**src/rtl/pipe_issue_if.sv**
```systemverilog
// rtl/pipe_issue_if.sv - producer/pipeline signal bundle for the pipe_issue instruction issue unit

interface pipe_issue_if #(
    parameter int DEPTH = 4
);
    // producer side
    logic                     in_valid;
    logic                     in_ready;
    logic [3:0]               in_rs1;
    logic [3:0]               in_rs2;
    logic [3:0]               in_rd;
    logic [3:0]               in_func;
    logic [7:0]               in_addr;
    logic                     run;

    // pipeline side
    logic [3:0]               rs1;
    logic [3:0]               rs2;
    logic [3:0]               rd;
    logic [3:0]               func;
    logic [7:0]               addr;
    logic                     issue;
    logic [$clog2(DEPTH):0]   count;
    logic [15:0]              stall_cnt;

    modport master (
        output in_valid, in_rs1, in_rs2, in_rd, in_func, in_addr, run,
        input  in_ready, rs1, rs2, rd, func, addr, issue, count, stall_cnt
    );

    modport slave (
        input  in_valid, in_rs1, in_rs2, in_rd, in_func, in_addr, run,
        output in_ready, rs1, rs2, rd, func, addr, issue, count, stall_cnt
    );
endinterface

```
**src/rtl/pipe_issue.sv**
```systemverilog
// rtl/pipe_issue.sv - instruction FIFO with RAW-hazard bubble insertion; stall counter enabled by PIPE_ISSUE_STALLCNT_EN

module pipe_issue #(
    parameter int         DEPTH      = 4,
    parameter int         HAZ_STAGES = 2,
    parameter logic [7:0] BUB_ADDR   = 8'd255
) (
    input  logic        clk,
    input  logic        rst_n,
    pipe_issue_if.slave bus
);
    localparam int         AW       = $clog2(DEPTH);
    localparam int         CW       = AW + 1;
    localparam logic [3:0] BUB_FUNC = 4'd3;

    logic [3:0]            mem_rs1  [DEPTH];
    logic [3:0]            mem_rs2  [DEPTH];
    logic [3:0]            mem_rd   [DEPTH];
    logic [3:0]            mem_func [DEPTH];
    logic [7:0]            mem_addr [DEPTH];

    logic [AW-1:0]         wr_ptr;
    logic [AW-1:0]         rd_ptr;
    logic [CW-1:0]         count_q;

    logic [HAZ_STAGES-1:0] sb_valid;
    logic [3:0]            sb_rd [HAZ_STAGES];

    logic [3:0]            out_rs1;
    logic [3:0]            out_rs2;
    logic [3:0]            out_rd;
    logic [3:0]            out_func;
    logic [7:0]            out_addr;
    logic                  out_issue;

    logic                  full;
    logic                  empty;
    logic                  push;
    logic                  pop;
    logic                  hazard;
    logic [3:0]            head_rs1;
    logic [3:0]            head_rs2;

    assign full     = (count_q == CW'(DEPTH));
    assign empty    = (count_q == '0);
    assign push     = bus.in_valid && !full;
    assign head_rs1 = mem_rs1[rd_ptr];
    assign head_rs2 = mem_rs2[rd_ptr];
    assign pop      = bus.run && !empty && !hazard;

    // Head sources against every destination still in flight ahead of the register bank
    always_comb begin
        hazard = 1'b0;
        for (int i = 0; i < HAZ_STAGES; i++) begin
            if (sb_valid[i] && ((sb_rd[i] == head_rs1) || (sb_rd[i] == head_rs2))) begin
                hazard = 1'b1;
            end
        end
    end

    // FIFO storage write; contents are don't-care while outside the occupied window
    always_ff @(posedge clk) begin
        if (push) begin
            mem_rs1[wr_ptr]  <= bus.in_rs1;
            mem_rs2[wr_ptr]  <= bus.in_rs2;
            mem_rd[wr_ptr]   <= bus.in_rd;
            mem_func[wr_ptr] <= bus.in_func;
            mem_addr[wr_ptr] <= bus.in_addr;
        end
    end

    // Pointers and occupancy; a pop never frees a slot for a push in the same cycle
    always_ff @(posedge clk or negedge rst_n) begin
        if (!rst_n) begin
            wr_ptr  <= '0;
            rd_ptr  <= '0;
            count_q <= '0;
        end else begin
            if (push) begin
                wr_ptr <= wr_ptr + 1'b1;
            end
            if (pop) begin
                rd_ptr <= rd_ptr + 1'b1;
            end
            case ({push, pop})
                2'b10:   count_q <= count_q + 1'b1;
                2'b01:   count_q <= count_q - 1'b1;
                default: count_q <= count_q;
            endcase
        end
    end

    // Scoreboard shifts every clock; bubbles enter as invalid
    always_ff @(posedge clk or negedge rst_n) begin
        if (!rst_n) begin
            sb_valid <= '0;
            for (int i = 0; i < HAZ_STAGES; i++) begin
                sb_rd[i] <= '0;
            end
        end else begin
            for (int i = HAZ_STAGES - 1; i > 0; i--) begin
                sb_valid[i] <= sb_valid[i-1];
                sb_rd[i]    <= sb_rd[i-1];
            end
            sb_valid[0] <= pop;
            sb_rd[0]    <= pop ? mem_rd[rd_ptr] : 4'd0;
        end
    end

    // Pipeline field registers: popped head or the harmless r0 pass-A bubble
    always_ff @(posedge clk or negedge rst_n) begin
        if (!rst_n) begin
            out_rs1   <= 4'd0;
            out_rs2   <= 4'd0;
            out_rd    <= 4'd0;
            out_func  <= BUB_FUNC;
            out_addr  <= BUB_ADDR;
            out_issue <= 1'b0;
        end else if (pop) begin
            out_rs1   <= mem_rs1[rd_ptr];
            out_rs2   <= mem_rs2[rd_ptr];
            out_rd    <= mem_rd[rd_ptr];
            out_func  <= mem_func[rd_ptr];
            out_addr  <= mem_addr[rd_ptr];
            out_issue <= 1'b1;
        end else begin
            out_rs1   <= 4'd0;
            out_rs2   <= 4'd0;
            out_rd    <= 4'd0;
            out_func  <= BUB_FUNC;
            out_addr  <= BUB_ADDR;
            out_issue <= 1'b0;
        end
    end

`ifdef PIPE_ISSUE_STALLCNT_EN
    logic [15:0] stall_q;

    // Count edges where issue was permitted and a head was waiting but blocked by a hazard
    always_ff @(posedge clk or negedge rst_n) begin
        if (!rst_n) begin
            stall_q <= 16'd0;
        end else if (bus.run && !empty && hazard && (stall_q != 16'hFFFF)) begin
            stall_q <= stall_q + 16'd1;
        end
    end

    assign bus.stall_cnt = stall_q;
`else
    assign bus.stall_cnt = 16'd0;
`endif

    assign bus.in_ready = !full;
    assign bus.count    = count_q;
    assign bus.rs1      = out_rs1;
    assign bus.rs2      = out_rs2;
    assign bus.rd       = out_rd;
    assign bus.func     = out_func;
    assign bus.addr     = out_addr;
    assign bus.issue    = out_issue;

endmodule

```
**src/flat_wrapper.sv**
```systemverilog
// flat-port wrapper written by rule: the top's interface ports become plain ports
module pipe_issue_flat 
#(
    parameter int         DEPTH      = 4,
    parameter int         HAZ_STAGES = 2,
    parameter logic [7:0] BUB_ADDR   = 8'd255
)
  (clk, rst_n, bus_in_valid, bus_in_rs1, bus_in_rs2, bus_in_rd, bus_in_func, bus_in_addr, bus_run, bus_in_ready, bus_rs1, bus_rs2, bus_rd, bus_func, bus_addr, bus_issue, bus_count, bus_stall_cnt);
  pipe_issue_if #(.DEPTH(DEPTH)) bus_i ();
  input  logic clk;
  input  logic rst_n;
  input wire logic [$bits(bus_i.in_valid)-1:0] bus_in_valid;
  input wire logic [$bits(bus_i.in_rs1)-1:0] bus_in_rs1;
  input wire logic [$bits(bus_i.in_rs2)-1:0] bus_in_rs2;
  input wire logic [$bits(bus_i.in_rd)-1:0] bus_in_rd;
  input wire logic [$bits(bus_i.in_func)-1:0] bus_in_func;
  input wire logic [$bits(bus_i.in_addr)-1:0] bus_in_addr;
  input wire logic [$bits(bus_i.run)-1:0] bus_run;
  output wire logic [$bits(bus_i.in_ready)-1:0] bus_in_ready;
  output wire logic [$bits(bus_i.rs1)-1:0] bus_rs1;
  output wire logic [$bits(bus_i.rs2)-1:0] bus_rs2;
  output wire logic [$bits(bus_i.rd)-1:0] bus_rd;
  output wire logic [$bits(bus_i.func)-1:0] bus_func;
  output wire logic [$bits(bus_i.addr)-1:0] bus_addr;
  output wire logic [$bits(bus_i.issue)-1:0] bus_issue;
  output wire logic [$bits(bus_i.count)-1:0] bus_count;
  output wire logic [$bits(bus_i.stall_cnt)-1:0] bus_stall_cnt;
  assign bus_i.in_valid = bus_in_valid;
  assign bus_i.in_rs1 = bus_in_rs1;
  assign bus_i.in_rs2 = bus_in_rs2;
  assign bus_i.in_rd = bus_in_rd;
  assign bus_i.in_func = bus_in_func;
  assign bus_i.in_addr = bus_in_addr;
  assign bus_i.run = bus_run;
  assign bus_in_ready = bus_i.in_ready;
  assign bus_rs1 = bus_i.rs1;
  assign bus_rs2 = bus_i.rs2;
  assign bus_rd = bus_i.rd;
  assign bus_func = bus_i.func;
  assign bus_addr = bus_i.addr;
  assign bus_issue = bus_i.issue;
  assign bus_count = bus_i.count;
  assign bus_stall_cnt = bus_i.stall_cnt;
  pipe_issue #(.DEPTH(DEPTH), .HAZ_STAGES(HAZ_STAGES), .BUB_ADDR(BUB_ADDR)) u_core (.clk(clk), .rst_n(rst_n), .bus(bus_i));
endmodule
```
**config.mk**
```make
export PLATFORM = sky130hd
export DESIGN_NAME = pipe_issue_flat
export DESIGN_NICKNAME = d
export VERILOG_FILES = /design/src/rtl/pipe_issue_if.sv /design/src/rtl/pipe_issue.sv /design/src/flat_wrapper.sv
export SDC_FILE = /design/constraint.sdc
export NUM_CORES = 1
export LEC_CHECK = 0
export BUFFER_PORTS_ARGS = -buffer_cell sky130_fd_sc_hd__buf_2
export CAP_MARGIN = 20
export CORE_MARGIN = 5
export CORE_UTILIZATION = 40
export DETAILED_ROUTE_END_ITERATION = 12
export PLACE_DENSITY_LB_ADDON = 0.1
export SYNTH_ARGS = -nofsm -noshare
export SYNTH_HDL_FRONTEND = slang
export SYNTH_SLANG_ARGS = --single-unit
export TNS_END_PERCENT = 30
```
**constraint.sdc**
```tcl
create_clock -name clk -period 4.1 [get_ports clk]
set_input_delay 0.205 -clock clk [delete_from_list [all_inputs] [get_ports clk]]
set_output_delay 0.205 -clock clk [all_outputs]
set_load 0.01 [all_outputs]
```
==> run metrics, run 1 <==
drt total wl=9.25 mm; minimum clock period=3070 ps; fmax=326 MHz; min-delay worst type=in -> reg; Max Buffers Root-to-Sink=2; YS warnings=0; TritonCTS clock tree=built; initial antenna violation count=0; arrival time at the worst endpoint=3410 ps; Slew @ Worst Pin=916 ps; CTS resizes=0; critical path fanouts, max=12; crit path from=u_core.rd_ptr[0]; hpwl dp=5.58 mm; I/O pin count=73; All-Layer GR Usage=13.0%; final hold vios=0; vias in the first global route=2748; CTS Sinks=133; htree depth=4; Crit path largest cell delay=680 ps; clk slew on worst S/H paths=60 ps; unrepaired setup endpoints after global routing=no; grt total ovfl=0; post-synth cell types=30; Root Buffer Master=clkbuf_16; Layout Area Growth over Synthesis=22.2%; CTS Buf Count=17; crit path kind=reg -> reg; Gate power share=27.1%; Avg Cell Area, Syn=19.8 µm²; Final Setup Violations=0; status=finished clean; Post-synth ARST share=27.8%; Tcrit/Tclk final=74.8%; Post-Syn Area=5230 µm²; Main synth FF type=edfxtp_1; clk_lat worst skew=410 ps; Post-synth EDFFs=96; switching pwr=1.40 mW; port buffer count=56; critical path endpoint category=flip-flop; reg2reg start=u_core.rd_ptr[0]; Final GP Congestion=0.723; hold_sp=bus_in_rd[2]; die height=124 µm; Critical Path RT=4440 ps; power share of the clock group=31.0%; Nets=386; drt wl/cell=17.2 µm; Mapped Cells=264; initial core utilization=41.1%; worst hold slack=17.4 ps; most used cell, CP=xor2_1; max_cap viols=0; # DRC=0; DIE AREA=15500 µm²; largest net degree at the start of global routing=38; ANT cells=0; Cell Int Power=3.33 mW; sequential share of power=41.9%; layout cell share with drive strength beyond 1=34.0%; Max Slew Vio Count=0; Max rail drop VDD=0.300 mV; P per Cell Area=740 nW/µm²; post-synthesis sequential area ratio=73.1%; filler cell count in the final layout=1113; DR vias=2485; global-route wire length before repair=15.1 mm; crit path cell chain=mux4_1 > xor2_1 > o41ai_4 > a211oi_4 > ha_1 > inv_1 > fa_1 > xor2_1 > nor2_1 > xor2_1; Sw Ratio=29.7%; Synth Register Bits=133; core area=12700 µm²; DIE WIDTH=124 µm; Final Skew=8.70 ps; DRT Pass-1 Iters=4; vias per cell=4.63; Startpoint Class=flip-flop; CP top delay family=multiplexers; Pleak=2.45 nW; Antenna Nets Post-Route=0; Worst Path Buf+Inv=1; Rel. slew slack=38.9%; Setup TNS=0 ps; crit path max-delay cell type=mux4_1; Cell Rows=41; Initial DRC Count=146
-- what timing repair did --
item                                   CTS  global route
hold buffers                            19             0
buffers inserted                         0             0
endpoints found under the hold margin   93             0
-- registers in the layout, indices dropped and copies added, names as in the netlist --
signal,cells
u_core.bus.rs1,4
u_core.bus.count,3
u_core.mem_rs1,16
u_core.sb_valid,2
u_core.mem_rs2,16
u_core.mem_func,16
u_core.rd_ptr,2
u_core.bus.func,4
u_core.mem_rd,16
u_core.wr_ptr,2
u_core.sb_rd,8
u_core.mem_addr,32
u_core.bus.rs2,4
u_core.bus.addr,8
-- kinds of logic (layout without fill, tap and decap cells) --
family | after synthesis | in the layout | share of synthesized area [%]
buffers and inverters | 35 | 121 | 4.74
xor gates and xnor gates | 22 | 22 | 3.69
AOI/OAI and AO/OA | 7 | 7 | 1.58
adders and majority gates | 6 | 6 | 1.58
muxes | 24 | 24 | 11.0
and+or+nand+nor | 36 | 36 | 4.26
DFF | 133 | 133 | 73.1
other | 1 | 16 | 0.0717
-- synth_stat cells, types with 2 or more instances --
| cell type | n | area share (%) |
|---|---|---|
| buf_6 | 3 | 0.65 |
| xor2_1 | 7 | 1.2 |
| nand2b_1 | 10 | 1.2 |
| ha_1 | 5 | 1.2 |
| and3_1 | 4 | 0.48 |
| buf_4 | 20 | 2.9 |
| mux4_2 | 15 | 6.5 |
| buf_2 | 2 | 0.19 |
| edfxtp_1 | 96 | 55 |
| inv_1 | 7 | 0.50 |
| o21ai_0 | 2 | 0.19 |
| dfstp_2 | 10 | 5.0 |
| clkbuf_1 | 2 | 0.14 |
| xnor2_1 | 15 | 2.5 |
| nand4_1 | 2 | 0.24 |
| nand2_1 | 2 | 0.14 |
| mux4_1 | 9 | 4.5 |
| and2_1 | 15 | 1.8 |
| dfrtp_1 | 27 | 13 |
-- cells in the final DEF, fill, tap and decap left out --
master         synthesis  routed
o21ai_0                2       2
dfstp_2               10      10
fa_1                   1       1
bufinv_16              0       2
mux4_2                15      15
conb_1                 1      16
inv_8                  0       1
a211oi_4               1       1
a2111oi_1              1       1
mux4_1                 9       9
nand4_1                2       2
clkinv_2               0       3
ha_1                   5       5
xnor2_1               15      15
buf_2                  2      56
nand2_1                2       2
buf_4                 20       7
clkinvlp_4             0       5
nand4_2                1       1
edfxtp_1              96      96
nor2_1                 1       1
o41ai_4                1       1
dlygate4sd3_1          0      19
dfrtp_1               27      26
nand2b_1              10      10
inv_1                  7       7
o31ai_1                1       1
xor2_1                 7       7
and2_1                15      15
nand3_1                1       1
dfrtp_2                0       1
and3_1                 4       4
clkinv_4               0       4
a21boi_1               1       1
clkbuf_16              0      17
-- metal layers --
metal / vias to the layer above / track usage (%) / share of wire, %
li1: 1146 / - / -
met1: 1256 / 15.6 / 43
met2: 64 / 21.2 / 51
met3: 19 / 4.16 / 4.6
met4: 0 / 6.38 / 2.0
met5: - / 0 / 0
-- power by group through the flow --
stage / Combinational [mW] / Sequential, mW / Clock [mW]
after floorplan: 0.991 / 1.98 / 0
after CTS: 1.32 / 1.99 / 1.51
after global placement: 1.30 / 2.01 / 0
after detailed placement: 1.30 / 2.02 / 0
after global routing: 1.41 / 2.02 / 1.57
final: 1.28 / 1.98 / 1.47
-- path summary, 6_finish.rpt --
check / to / slack (ps) / cells after the start
hold reg to reg: u_core.sb_valid[1] / 430 / 0
max in group asynchronous: u_core.rd_ptr[0] / 3010 / 2
min in group asynchronous: u_core.bus.count[0] / 460 / 2
setup / recovery: u_core.bus.count[2] / 1030 / 10
setup reg to reg: u_core.bus.count[2] / 1030 / 10
hold / removal: u_core.mem_rd[2][2] / 20 / 1
-- stage by stage --
stage	setup slack (ps)	instance area (µm²)	instances	total power [mW]	util, %
floorplan	1030	5280	279	2.97	-
global placement	1070	5610	486	3.31	44.1
detailed placement	986	5610	486	3.32	44.1
CTS	974	6390	537	4.82	50.2
global route	848	6390	537	5.01	50.2
finish	1030	6390	537	4.73	50.2
-- area by class of cell --
| type | count | area, µm² | share of cell area (%) |
|---|---|---|---|
| sequential | 133 | 3820 | 59.9 |
| multi-input combinational | 111 | 1210 | 19.0 |
| timing repair buffer | 82 | 523 | 8.19 |
| clock buffer | 17 | 425 | 6.66 |
| tap | 172 | 215 | 3.37 |
| clock inverter | 15 | 159 | 2.49 |
| inverter | 7 | 26.3 | 0.411 |
Power figures use the tool's default switching activity.
==> run 2, diff against run 1 <==
--- a/config.mk
+++ b/config.mk
@@ -5,6 +5,7 @@
 export SDC_FILE = /design/constraint.sdc
 export NUM_CORES = 1
 export LEC_CHECK = 0
+export ABC_AREA = 1
 export BUFFER_PORTS_ARGS = -buffer_cell sky130_fd_sc_hd__buf_2
 export CAP_MARGIN = 20
 export CORE_MARGIN = 5
==> constraint.sdc (replaced) <==
create_clock -name clk -period 2.53 [get_ports clk]
set_input_delay 0.1265 -clock clk [delete_from_list [all_inputs] [get_ports clk]]
set_output_delay 0.1265 -clock clk [all_outputs]
set_load 0.01 [all_outputs]
==> run 2 against run 1 <==
Fmax rose by 24%. Critical endpoint unchanged. Routed wire length rose by 26%. Clock-buffer cell count rose by 2. Sequential cell count did not move. Total power rose by 90%. Register-to-register slack got worse by 980 ps. Combinational power rose by 140%. Clock skew fell by 2.2 ps. Non-clock buffer count rose by 35. Sequential power rose by 60%.
==> run metrics, run 2 <==
DR vias=3535 (was 2485); Final Setup Violations=0 (unchanged); Tcrit/Tclk final=97.9% (was 74.8%); Reg with most FFs=u_core.mem_addr (unchanged); unrepaired setup endpoints after global routing=yes (was no); vias in the first global route=3620 (was 2748); synth cell count leaders=nand2_1 (144), edfxtp_1 (96), nand3_1 (33), dfrtp_1 (27), nor2_1 (25) (was edfxtp_1 (96), dfrtp_1 (27), buf_4 (20)); status=finished clean (unchanged); min-delay worst type=in -> reg (unchanged); vias per cell=4.71 (was 4.63); Max rail drop VDD=0.543 mV (was 0.300 mV); Yosys top cell area share=53.7% (was 55.1%); Antenna Nets Post-Route=0 (unchanged); clk_lat worst skew=420 ps (was 410 ps); layout cell share with drive strength beyond 1=28.5% (was 34.0%); crit path kind=reg -> reg (unchanged); global-route wire length before repair=18.5 mm (was 15.1 mm); drt total wl=11.6 mm (was 9.25 mm); total power=8.99 mW (was 4.73 mW); DIE WIDTH=126 µm (was 124 µm); P per Cell Area=1280 nW/µm² (was 740 nW/µm²); Avg Cell Area, Syn=12.0 µm² (was 19.8 µm²); CTS Sinks=133 (unchanged); initial antenna violation count=0 (unchanged); arrival time at the worst endpoint=2780 ps (was 3410 ps); area leader, netlist=edfxtp_1 (unchanged); I/O pin count=73 (unchanged); Final Skew=6.52 ps (was 8.70 ps); drt wl/cell=15.5 µm (was 17.2 µm); ANT cells=0 (unchanged); grt total ovfl=0 (unchanged); max_cap viols=0 (unchanged); most frequent cell after synthesis=nand2_1 (was edfxtp_1); Startpoint Class=flip-flop (unchanged); Root Buffer Master=clkbuf_16 (unchanged); TritonCTS clock tree=built (unchanged); final hold vios=0 (unchanged); Nets=596 (was 386); DIE AREA=15800 µm² (was 15500 µm²); CTS Buf Count=17 (unchanged); largest net degree at the start of global routing=38 (unchanged); fmax=404 MHz (was 326 MHz); Pleak=2.95 nW (was 2.45 nW); clk slew on worst S/H paths=60 ps (about the same); Final Util=53.0% (was 50.2%); Critical Path RT=2830 ps (was 4440 ps); All-Layer GR Usage=15.3% (was 13.0%); critical path endpoint category=flip-flop (unchanged); Largest register FFs=32 (unchanged); # DRC=0 (unchanged); minimum clock period=2480 ps (was 3070 ps); port buffer count=56 (unchanged); Main synth FF type=edfxtp_1 (unchanged); htree depth=4 (unchanged); Initial DRC Count=257 (was 146); filler cell count in the final layout=1161 (was 1113); YS warnings=0 (unchanged); Rel. slew slack=37.7% (was 38.9%); initial core utilization=40.7% (was 41.1%); die height=126 µm (was 124 µm); Max Slew Vio Count=0 (unchanged); commonest non-fill, non-tap cell in the layout=nand2_1 (was edfxtp_1); post-synthesis sequential area ratio=71.2% (was 73.1%); Final GP Congestion=0.782 (was 0.723); top post-synthesis cells by area=edfxtp_1 (54%), dfrtp_1 (13%), nand2_1 (10%) (was edfxtp_1 (55%), dfrtp_1 (13%), mux4_2 (6.5%)); core area=13200 µm² (was 12700 µm²); Layout Area Growth over Synthesis=30.3% (was 22.2%); Slew @ Worst Pin=934 ps (was 916 ps); critical path fanouts, max=5 (was 12); Post-synth ARST share=27.8% (unchanged); hpwl dp=7.38 mm (was 5.58 mm); DRT Pass-1 Iters=4 (unchanged); Max Buffers Root-to-Sink=2 (unchanged); Synth Register Bits=133 (unchanged); Cell Rows=42 (was 41); most frequent cells in the layout=nand2_1 (136), edfxtp_1 (96), buf_2 (57) (was edfxtp_1 (96), buf_2 (56), dfrtp_1 (26)); post-synth cell types=25 (was 30); Mapped Cells=447 (was 264); Post-Syn Area=5370 µm² (was 5230 µm²); Post-synth EDFFs=96 (unchanged)
run 2: cell type report:
cell class	instances	area (µm²)	area share [%]
Clock buffer	19	443	6.33
Clock inverter	13	228	3.26
Inverter	23	93.8	1.34
Multi-Input combinational cell	270	1380	19.7
Sequential cell	133	3820	54.6
Tap cell	176	220	3.15
Timing Repair Buffer	117	810	11.6
run 2: logic make-up after synthesis:
kind of cell    Yosys count  synth area share, %
simple gates            207                 15.7
xor+xnor                  4                0.653
other cells               1               0.0698
flops                   133                 71.2
compound gates           37                 4.99
fa+ha+maj                 6                 1.54
buf+inv                  59                 5.90
run 2: path summary, 6_finish.rpt:
kind,startpoint,to,slack [ps],cells after the start
setup / recovery,u_core.rd_ptr[0],u_core.bus.count[2],50,18
hold / removal,bus_run,u_core.rd_ptr[0],230,5
hold reg to reg,u_core.sb_valid[0],u_core.sb_valid[1],440,0
min in group asynchronous,rst_n,u_core.sb_rd[6],390,2
max in group asynchronous,rst_n,u_core.rd_ptr[0],1500,2
setup reg to reg,u_core.rd_ptr[0],u_core.bus.count[2],50,18
run 2: power breakdown:
group | internal, mW | total, mW | switching [mW]
Sequential | 2.94 | 3.17 | 0.225
Clock | 1.87 | 2.78 | 0.906
Combinational | 1.21 | 3.04 | 1.83
Total | 6.03 | 8.99 | 2.96
run 2: critical path, cell delays in order (launching register included):
cell and delay (ps):
dfrtp_2 490, buf_6 170, nand2_1 50, nand3_1 150, nand2_2 130, nand2_1 50
nand2_1 70, nor2_1 40, nand2_1 50, nand2_1 60, nand2_2 80, nand3_4 90
inv_2 70, ha_1 130, inv_1 60, fa_2 350, a21oi_2 130, o21ai_1 80
xnor2_1 120
run 2: layer usage:
layer | wire length, µm | global-route usage, %
met5 | 0 | 0
met4 | 223 | 6.06
met3 | 485 | 4.87
met2 | 5650 | 24.8
met1 | 5280 | 19.3
run 2: per-stage QoR:
stage / hold WS [ps] / cell area (µm²) / setup slack (ps) / std cells / setup TNS [ps]
floorplan: -169 / 5430 / 6.45 / 462 / 0
global placement: 323 / 5930 / 57.3 / 688 / 0
detailed placement: 337 / 5930 / -35.2 / 688 / -35.2
CTS: 195 / 6870 / 4.94 / 746 / 0
global route: 268 / 7000 / -128 / 751 / -239
finish: 227 / 7000 / 53.3 / 751 / 0
run 2: what timing repair did:
action / 4_1_cts / 5_1_grt
hold buffers: 25 / 0
setup buffers: 1 / 3
gates resized for setup: 3 / 27
setup endpoints to repair: 1 / 2
cloned: 0 / 2
pin swaps: 0 / 7
endpoints found under the hold margin: 123 / 0
==> run 3, diff against run 2 <==
==> constraint.sdc (replaced) <==
create_clock -name clk -period 2.9 [get_ports clk]
set_input_delay 0.145 -clock clk [delete_from_list [all_inputs] [get_ports clk]]
set_output_delay 0.145 -clock clk [all_outputs]
set_load 0.01 [all_outputs]
==> run 3 against run 2 <==
Final cell count is 3.1% lower. Clock power fell by 25%. Core utilization decreased by 2.8 points. Non-clock buffer count shrank 23. Critical path depth grew 1. Clock skew grew 3.7 ps. First-iteration DRC count rose by 1.2%. Total power decreased by 21%. Sequential share of layout area is 3.0 points higher. Die area did not move. Routed wire length decreased by 4.1%. Via count decreased by 2.3%. Critical path type unchanged. Critical endpoint unchanged. Largest cell class unchanged.
==> run metrics, run 3 (synthesis results as in run 2) <==
vias in the first global route=3395 (was 3620); Root Buffer Master=clkbuf_16 (unchanged); All-Layer GR Usage=14.7% (was 15.3%); DR vias=3455 (was 3535); crit path kind=reg -> reg (unchanged); arrival time at the worst endpoint=2890 ps (was 2780 ps); Placed Cells incl. Taps=671 (was 688); Critical Path RT=3200 ps (was 2830 ps); fmax=386 MHz (was 404 MHz); Slew @ Worst Pin=937 ps (was 934 ps); core area=13200 µm² (unchanged); Final Skew=10.2 ps (was 6.52 ps); DIE AREA=15800 µm² (unchanged); CTS resizes=0 (was 3); Cell Rows=42 (unchanged); critical path endpoint category=flip-flop (unchanged); Rel. slew slack=37.5% (was 37.7%); Max Slew Vio Count=0 (unchanged); grt total ovfl=0 (unchanged); Final Util=50.3% (was 53.0%); vias per cell=4.75 (was 4.71); hpwl dp=6.94 mm (was 7.38 mm); Largest register FFs=32 (unchanged); Layout Area Growth over Synthesis=23.5% (was 30.3%); unrepaired setup endpoints after global routing=no (was yes); Final Setup Violations=0 (unchanged); Reg with most FFs=u_core.mem_addr (unchanged); Max rail drop VDD=0.485 mV (was 0.543 mV); P per Cell Area=1070 nW/µm² (was 1280 nW/µm²); drt total wl=11.2 mm (was 11.6 mm); Final GP Congestion=0.775 (was 0.782); clk slew on worst S/H paths=60 ps (about the same); htree depth=4 (unchanged); critical path fanouts, max=17 (was 5); Finished Layout Cells=728 (was 751); commonest non-fill, non-tap cell in the layout=nand2_1 (unchanged); most frequent cells in the layout=nand2_1 (144), edfxtp_1 (96), buf_2 (56) (was nand2_1 (136), edfxtp_1 (96), buf_2 (57)); min-delay worst type=in -> reg (unchanged); Pleak=2.76 nW (was 2.95 nW); Antenna Nets Post-Route=0 (unchanged); Initial DRC Count=260 (was 257); ANT cells=0 (unchanged); DRT Pass-1 Iters=4 (unchanged); max_cap viols=0 (unchanged); CTS Sinks=133 (unchanged); I/O pin count=73 (unchanged); CTS Buf Count=17 (unchanged); status=finished clean (unchanged); global-route wire length before repair=17.7 mm (was 18.5 mm); Max Buffers Root-to-Sink=2 (unchanged); initial core utilization=40.7% (unchanged); drt wl/cell=15.3 µm (was 15.5 µm); Startpoint Class=flip-flop (unchanged); initial antenna violation count=0 (unchanged); Nets=573 (was 596); TritonCTS clock tree=built (unchanged); DIE WIDTH=126 µm (unchanged); layout cell share with drive strength beyond 1=21.7% (was 28.5%); die height=126 µm (unchanged); Tcrit/Tclk final=89.3% (was 97.9%); Setup TNS=0 ps (unchanged); final hold vios=0 (unchanged); port buffer count=56 (unchanged); clk_lat worst skew=420 ps (about the same); # DRC=0 (unchanged); largest net degree at the start of global routing=38 (unchanged); minimum clock period=2590 ps (was 2480 ps)
==> run 3: layout make-up <==
class | instances | area [µm²]
fill | 1179 | 6560
sequential | 133 | 3820
multi-input combinational | 270 | 1300
timing repair buffer | 94 | 628
clock buffer | 17 | 425
tap | 176 | 220
clock inverter | 15 | 154
inverter | 23 | 86.3
==> run 3: through the flow <==
stage / hold WS, ps / power (mW) / setup WS [ps] / area (µm²)
after floorplan: -151 / 4.36 / 338 / 5430
after global placement: 347 / 5.03 / 377 / 5800
after detailed placement: 356 / 5.05 / 309 / 5800
after CTS: 249 / 7.17 / 308 / 6630
after global routing: 284 / 7.56 / 56.2 / 6630
final: 250 / 7.09 / 309 / 6630
==> run 3: metal layers <==
metal	vias up	track usage [%]	share of wire (%)
met2	97	22.1	47
met5	-	0	0
met1	1660	19.3	46
met4	0	5.80	1.5
met3	16	5.55	5.5
li1	1682	-	-
==> run 3: power breakdown <==
| part | internal (mW) | total [mW] | switching (mW) |
|---|---|---|---|
| combinational | 0.793 | 2.26 | 1.47 |
| sequential | 2.57 | 2.75 | 0.185 |
| clock | 1.27 | 2.08 | 0.809 |
==> run 3: timing repair <==
item	4_1_cts	5_1_grt
endpoints found under the hold margin	123	0
setup buffers	0	0
hold buffers	25	0
==> run 3: critical path, cell delays in order, from the launching register on <==
cell     delay (ps)
dfrtp_1         400
inv_2           240
nand2_1          90
nand3_1         120
nand2_1         110
nand2_1          70
nand2_1          50
nand2_1          50
inv_1            30
nand2_1          50
nand2_1          60
nand2_2         100
nand3_4          90
inv_2            70
ha_1            130
inv_1            60
fa_1            380
a21oi_1         140
o21ai_0         110
xnor2_1         140
==> run 3: path summary, 6_finish.rpt <==
path                                     from                   to  slack [ps]  cells past startpoint
setup / recovery             u_core.rd_ptr[0]  u_core.bus.count[2]         310                     19
hold / removal                   bus_in_valid     u_core.wr_ptr[0]         250                      3
setup reg to reg             u_core.rd_ptr[0]  u_core.bus.count[2]         310                     19
hold reg to reg            u_core.sb_valid[0]   u_core.sb_valid[1]         470                      0
max in group asynchronous               rst_n     u_core.wr_ptr[1]        1900                      2
min in group asynchronous               rst_n    u_core.bus.rs1[2]         390                      2
